--- src/rtl/game_pkg.sv ---
// Shared constants for the game sequencer: FSM state codes, jump phases, default timing.
package game_pkg;

    // Sequencer states (3-bit, legacy encoding)
    localparam logic [2:0] S_WAIT   = 3'd0;
    localparam logic [2:0] S_SHIFT  = 3'd1;
    localparam logic [2:0] S_BG     = 3'd2;
    localparam logic [2:0] S_BG_ACK = 3'd3;
    localparam logic [2:0] S_MOVE   = 3'd4;
    localparam logic [2:0] S_CH     = 3'd5;
    localparam logic [2:0] S_CH_ACK = 3'd6;

    // Jump physics phases (2-bit)
    localparam logic [1:0] P_GROUND = 2'd0;
    localparam logic [1:0] P_RISE   = 2'd1;
    localparam logic [1:0] P_FALL   = 2'd2;

    // 50 MHz clock / 60 Hz frame rate
    localparam int unsigned FRAME_DIV_DEFAULT   = 833333;
    localparam int unsigned JUMP_HEIGHT_DEFAULT = 24;

endpackage

--- src/rtl/frame_rate_divider.sv ---
// Frame pacing: divides clk down to a one-cycle tick every FRAME_DIV cycles.
module frame_rate_divider
    import game_pkg::*;
#(
    parameter int unsigned FRAME_DIV = FRAME_DIV_DEFAULT
) (
    input  logic clk,
    input  logic reset,
    output logic tick
);

    localparam int unsigned DIV_W = $clog2(FRAME_DIV);

    logic [DIV_W-1:0] divCount;

    // Count 0..FRAME_DIV-1, wrap to 0 and pulse tick once per wrap
    always_ff @(posedge clk or posedge reset) begin
        if (reset) begin
            divCount <= '0;
            tick     <= 1'b0;
        end else if (divCount == DIV_W'(FRAME_DIV - 1)) begin
            divCount <= '0;
            tick     <= 1'b1;
        end else begin
            divCount <= divCount + DIV_W'(1);
            tick     <= 1'b0;
        end
    end

endmodule

--- src/rtl/mush_jump_control.sv ---
// Per-frame render sequencer: scroll, background sweep, character move/sweep, and jump physics.
module mush_jump_control
    import game_pkg::*;
#(
    parameter int unsigned FRAME_DIV   = FRAME_DIV_DEFAULT,
    parameter int unsigned JUMP_HEIGHT = JUMP_HEIGHT_DEFAULT
) (
    input  logic clk,
    input  logic reset,
    input  logic jump_key,
    input  logic doneP,
    input  logic doneC,
    input  logic ground,
    output logic drawB,
    output logic drawC,
    output logic enableShift,
    output logic enableX,
    output logic enableCountXC,
    output logic countUp,
    output logic countDown,
    output logic plot,
    output logic frame_overrun
);

    localparam int unsigned RISE_W = $clog2(JUMP_HEIGHT + 1);

    logic [2:0]        state;
    logic [2:0]        stateNext;
    logic [1:0]        phase;
    logic [RISE_W-1:0] riseCnt;
    logic              tick;
    logic              tickPend;
    logic              tickSeen;
    logic              keyPrev;
    logic              jumpPend;
    logic              overrun;

    frame_rate_divider #(
        .FRAME_DIV(FRAME_DIV)
    ) u_divider (
        .clk  (clk),
        .reset(reset),
        .tick (tick)
    );

    assign tickSeen      = tick | tickPend;
    assign frame_overrun = overrun;

    // State register
    always_ff @(posedge clk or posedge reset) begin
        if (reset) begin
            state <= S_WAIT;
        end else begin
            state <= stateNext;
        end
    end

    // Next-state: one pass per frame tick, handshaking each sweep with the datapath
    always_comb begin
        stateNext = state;
        case (state)
            S_WAIT:   if (tickSeen) stateNext = S_SHIFT;
            S_SHIFT:  stateNext = S_BG;
            S_BG:     if (doneP) stateNext = S_BG_ACK;
            S_BG_ACK: stateNext = S_MOVE;
            S_MOVE:   stateNext = S_CH;
            S_CH:     if (doneC) stateNext = S_CH_ACK;
            S_CH_ACK: stateNext = S_WAIT;
            default:  stateNext = S_WAIT;
        endcase
    end

    // Strobe decode from the state register; character move direction follows the jump phase
    always_comb begin
        drawB         = 1'b0;
        drawC         = 1'b0;
        enableShift   = 1'b0;
        enableX       = 1'b0;
        enableCountXC = 1'b0;
        countUp       = 1'b0;
        countDown     = 1'b0;
        plot          = 1'b0;
        case (state)
            S_SHIFT: begin
                drawB       = 1'b1;
                enableShift = 1'b1;
            end
            S_BG: begin
                drawB   = 1'b1;
                enableX = 1'b1;
                plot    = 1'b1;
            end
            S_BG_ACK: drawB = 1'b1;
            S_MOVE: begin
                drawC     = 1'b1;
                countUp   = (phase == P_RISE);
                countDown = (phase == P_FALL) && !ground;
            end
            S_CH: begin
                drawC         = 1'b1;
                enableCountXC = 1'b1;
                plot          = 1'b1;
            end
            S_CH_ACK: drawC = 1'b1;
            default: ;
        endcase
    end

    // Frame ticks landing mid-pass are remembered and flagged as a sticky overrun
    always_ff @(posedge clk or posedge reset) begin
        if (reset) begin
            tickPend <= 1'b0;
            overrun  <= 1'b0;
        end else if (tick && (state != S_WAIT)) begin
            tickPend <= 1'b1;
            overrun  <= 1'b1;
        end else if ((state == S_WAIT) && tickSeen) begin
            tickPend <= 1'b0;
        end
    end

    // Jump request: only a fresh key press while standing on the ground counts
    always_ff @(posedge clk or posedge reset) begin
        if (reset) begin
            keyPrev  <= 1'b0;
            jumpPend <= 1'b0;
        end else begin
            keyPrev <= jump_key;
            if (phase != P_GROUND) begin
                jumpPend <= 1'b0;
            end else if ((state == S_MOVE) && jumpPend) begin
                jumpPend <= 1'b0;
            end else if (jump_key && !keyPrev) begin
                jumpPend <= 1'b1;
            end
        end
    end

    // Jump phase advances once per frame, in the character move slot
    always_ff @(posedge clk or posedge reset) begin
        if (reset) begin
            phase   <= P_GROUND;
            riseCnt <= '0;
        end else if (state == S_MOVE) begin
            case (phase)
                P_GROUND: begin
                    if (jumpPend) begin
                        phase   <= P_RISE;
                        riseCnt <= '0;
                    end
                end
                P_RISE: begin
                    riseCnt <= riseCnt + RISE_W'(1);
                    if (riseCnt == RISE_W'(JUMP_HEIGHT - 1)) begin
                        phase <= P_FALL;
                    end
                end
                P_FALL: begin
                    if (ground) begin
                        phase <= P_GROUND;
                    end
                end
                default: phase <= P_GROUND;
            endcase
        end
    end

endmodule
--- config.mk ---
export PLATFORM = sky130hd
export DESIGN_NAME = mush_jump_control
export DESIGN_NICKNAME = d
export VERILOG_FILES = /design/src/rtl/game_pkg.sv /design/src/rtl/frame_rate_divider.sv /design/src/rtl/mush_jump_control.sv
export SDC_FILE = /design/constraint.sdc
export NUM_CORES = 1
export LEC_CHECK = 0
export BUFFER_PORTS_ARGS = -buffer_cell sky130_fd_sc_hd__buf_2
export CAP_MARGIN = 10
export CORE_ASPECT_RATIO = 1.2
export CORE_MARGIN = 2
export CORE_UTILIZATION = 30
export DETAILED_ROUTE_END_ITERATION = 7
export HOLD_SLACK_MARGIN = 0.08
export SLEW_MARGIN = 15
export SYNTH_ARGS = -nofsm -noshare
export SYNTH_HDL_FRONTEND = slang
export SYNTH_SLANG_ARGS = --single-unit
--- constraint.sdc ---
create_clock -name clk -period 2.4 [get_ports clk]
set_input_delay 0.24 -clock clk [delete_from_list [all_inputs] [get_ports clk]]
set_output_delay 0.24 -clock clk [all_outputs]
set_load 0.02 [all_outputs]
==> impl_summary.md <==
Run status
The run finished with clean final reports.

Logic synthesis
By area, the combinational part of the netlist is dominated by simple AND/OR/NAND/NOR gates. After synthesis, the cell types taking the most area are sky130_fd_sc_hd__dfrtp_1, sky130_fd_sc_hd__xnor2_1, sky130_fd_sc_hd__nor2_1. By count the netlist is led by sky130_fd_sc_hd__dfrtp_1, sky130_fd_sc_hd__nor2_1, sky130_fd_sc_hd__xnor2_1. Multiplexer cells account for 0% of the synthesized area. The post-synthesis share of cell area spent on full adders, half adders and majority gates is 2.175%. Synthesis inferred 35 register bits. In this run the biggest area consumer among cell types represents 50.76% of the synthesized area. The synthesized area per cell is around 10 µm². Summing the sequential cell areas from Yosys gives 50.76% of the chip area. The post-synth net total is 182. The area fraction in and, or, nand and nor cells after synthesis is about 28%. The area fraction in compound gates after synthesis is 5.801%. The most used flip-flop cell after synthesis is sky130_fd_sc_hd__dfrtp_1. Counting flops with an async set or reset pin after synthesis yields a share of 100.0%. The cell accounting for the most synthesized area is sky130_fd_sc_hd__dfrtp_1.

Yosys instantiated no cell more often than sky130_fd_sc_hd__dfrtp_1. The synthesis warning total is 0. After technology mapping, the gate count stands at 173.

Synthesis instantiated 39 different standard cells from the library. The number of enable flip-flop cells after synthesis is 0. The synthesized netlist devotes 9.645% of its cell area to XOR and XNOR gates. The synthesized netlist occupies a cell area of 1725 µm².

Clock tree
The number of setup buffers added after CTS is 0. The CTS sink count is 35. The clock tree synthesis step divided the H-tree into 2 levels. The worst-skew pair later-pin latency is 0.28 ns. The longest clock path from root to sink contains 2 buffers. TritonCTS created 5 clock buffers. The cell at the root of the clock tree is sky130_fd_sc_hd__clkbuf_8. TritonCTS built the clock tree. The clock transition at the registers of the reported paths is 0.07 ns. In this run, post-CTS repair resized a total of 0 instances.

Drt
Detailed routing placed a total of 109 µm of wire on met3. In the final routed layout, each cell accounts on average for 12.22 µm. Detailed routing inserted a total of 1220 vias. The top routing layer in use is met4. Once detail routing completed, the nets flagged for antenna violations numbered 0. The met1 layer wirelength in the final routing is 1.506 mm. The average via count per standard cell is 4.747. After detailed routing, the number of remaining DRC violations is 0.

The total iterations of the first detailed-routing run is 4. The met2 wire length is 1.460 mm. After the first detailed-routing iteration, the DRC count stood at 46. The final wirelength is 3.141 mm.

Run
Across the run, the number of max-cap violations was 0.

GRT
For this run the aggregate overflow at the end of global routing stands at 0. The maximum number of pins on one net before global-route repair is 36. The initial antenna violation count is 0. The overall fraction of global-route tracks in use is approximately 11%. The first-pass GRT wire length is 5.554 mm. The via count of the first global-routing pass came to 1234.

Timing
The slew at the pin with the worst max-slew slack is 0.5078 ns. Timing would allow up to 467.9 MHz. The final sum of negative setup slack is 0 ns. The worst hold slack is 0.1661 ns.

The relative slew slack is 65.84%. The max-slew violation count came to 0. Setup violations remaining at the end of the flow were counted as 0. Setup slack closes at 0.2627 ns.

The final count of hold timing violations is 0. The time the final worst path needs with I/O delays and setup is 2.137 ns. The post-route fraction of the period consumed by the critical path is 89.05%. The post-route clock skew is 0.004785 ns. Setup repair after global routing left no endpoint under its margin.

Place
In this run the cell area measured after placement is roughly 1900 µm². The cell count after placement is 247. The last weighted congestion value of the routability-driven placer is approximately 0.76. The count of input and output buffers is 14. The worst slack at placement is 0.5168 ns. Detailed placement ended at an HPWL of about 2.2 mm.

Finish
The area growth from synthesis to layout is 13.63%. The finished cells cover between 1500 and 2000 µm². Of the cells placed in the final design, the portion with a size suffix greater than 1 is roughly 16%. Leaving out filler cells and counting taps, the final layout contains approximately 260. The repair_antennas step left the layout with diodes totalling 0. The final cell utilization of the core is 35.06%. After the last flow step, the layout net total stands at 201.

Floorplanning
The initial core utilization is 30.85%. The region available for standard cell placement spans 5593 µm². In this run the core area contains 30 standard-cell rows. 15 I/O pins were placed.

The height of the chip is between 80 and 90 µm. The die covers around 6400 µm². The width of the chip is 73.23 µm.

Min path
In this run the worst hold path is classified as input port to register. The hold path depth is 3. The end point of the worst hold path is state[0]$_DFFE_PP0P_. The worst hold path begins at doneP.

Power
In this run the static leakage power is 0.9379 nW. The total power of the final layout is 1.020 mW. The power density over the cells is 520.2 nW/µm².

The peak supply drop is 0.1523 mV.

Critical path
The capturing element type of the critical path is an output port. The type of element launching the critical path is a register. The reg-to-reg endpoint is riseCnt[0]$_DFFE_PP0P_. The type of the setup path with the least slack is register to output port. For the worst setup path, the data arrival time is 1.90 ns.

The worst reg2reg path startpoint is state[0]$_DFFE_PP0P_. For flop-to-flop paths, the worst setup slack is 0.55 ns. The path depth of the worst reg2reg path is 4. The endpoint required time on the critical path is 2.16 ns. The largest driver fanout on the critical path is 10.
area by class of cell:
class | count | area [µm²]
Clock buffer | 7 | 76.32
Multi-Input combinational cell | 125 | 792.0
Inverter | 7 | 26.28
Clock inverter | 1 | 5.005
Fill cell | 568 | 3632
Timing Repair Buffer | 18 | 105.1
Sequential cell | 35 | 875.8
Tap cell | 64 | 80.08
worst max-delay path by stage:
stage	start	endpoint	cells after the start
2_1_floorplan	state[0]$_DFFE_PP0P_	countDown	4
3_3_place_gp	state[0]$_DFFE_PP0P_	riseCnt[0]$_DFFE_PP0P_	4
3_5_place_dp	state[0]$_DFFE_PP0P_	riseCnt[0]$_DFFE_PP0P_	4
4_1_cts	state[0]$_DFFE_PP0P_	countUp	4
5_1_grt	state[0]$_DFFE_PP0P_	countUp	4
6_report	state[0]$_DFFE_PP0P_	countUp	4
cells by family (layout without fill, tap and decap cells):
group | count (synthesis) | count (layout)
AOI/OAI and AO/OA | 16 | 16
and+or+nand+nor | 87 | 87
buffers and inverters | 13 | 33
adders and majority gates | 3 | 3
xor gates and xnor gates | 19 | 19
DFF | 35 | 35
repair_timing:
item                                    in CTS  in global routing
endpoints found under the hold margin       36                  0
hold buffers                                 2                  0
endpoints found under the setup margin       0                  0
worst max-delay path, stage by stage (launching register included):
cell and delay (ns):
sky130_fd_sc_hd__dfrtp_1 0.47, sky130_fd_sc_hd__or3b_1 0.56, sky130_fd_sc_hd__or2_1 0.33, sky130_fd_sc_hd__inv_1 0.08, sky130_fd_sc_hd__buf_2 0.16
routing by layer:
layer | track usage [%] | vias up
li1 | - | 625
met1 | 13.26 | 575
met2 | 18.67 | 15
met3 | 3.472 | 5
met4 | 5.556 | 0
met5 | 0 | -
report_power, final:
| group | total (mW) | switching [mW] | internal, mW | leakage (nW) |
|---|---|---|---|---|
| combinational | 0.0204 | 0.0136 | 0.00682 | 0.429 |
| clock | 0.409 | 0.205 | 0.204 | 0.0422 |
| sequential | 0.591 | 0.000265 | 0.590 | 0.467 |
| total | 1.02 | 0.219 | 0.801 | 0.938 |
flip-flops by register name (all words and copies together), names as in the netlist:
register	cells
frame_overrun	1
jumpPend	1
keyPrev	1
phase	2
riseCnt	5
state	3
tickPend	1
u_divider.divCount	20
u_divider.tick	1
layout by cell type (no fill, tap or decap), types with 2 or more instances in the layout:
master	synthesis	routed
sky130_fd_sc_hd__or2_2	2	2
sky130_fd_sc_hd__nand4_1	3	3
sky130_fd_sc_hd__buf_4	0	2
sky130_fd_sc_hd__nand3_1	9	9
sky130_fd_sc_hd__dlygate4sd3_1	0	2
sky130_fd_sc_hd__clkbuf_1	4	2
sky130_fd_sc_hd__nor3b_1	2	2
sky130_fd_sc_hd__nand3b_1	3	3
sky130_fd_sc_hd__a21oi_1	2	2
sky130_fd_sc_hd__a22oi_1	2	2
sky130_fd_sc_hd__buf_2	1	14
sky130_fd_sc_hd__and3_1	2	2
sky130_fd_sc_hd__xnor2_1	11	11
sky130_fd_sc_hd__nor3_1	9	9
sky130_fd_sc_hd__a21o_1	2	2
sky130_fd_sc_hd__nand2b_1	2	2
sky130_fd_sc_hd__o21ai_0	7	7
sky130_fd_sc_hd__nand2_1	10	10
sky130_fd_sc_hd__nor4_1	3	3
sky130_fd_sc_hd__nor2b_1	4	4
sky130_fd_sc_hd__xor2_1	8	8
sky130_fd_sc_hd__dfrtp_1	35	35
sky130_fd_sc_hd__inv_1	7	7
sky130_fd_sc_hd__or3_1	2	2
sky130_fd_sc_hd__nor2_1	25	25
sky130_fd_sc_hd__clkbuf_8	0	5
sky130_fd_sc_hd__ha_1	3	3
No activity file was read; power rests on OpenSTA's default activity.
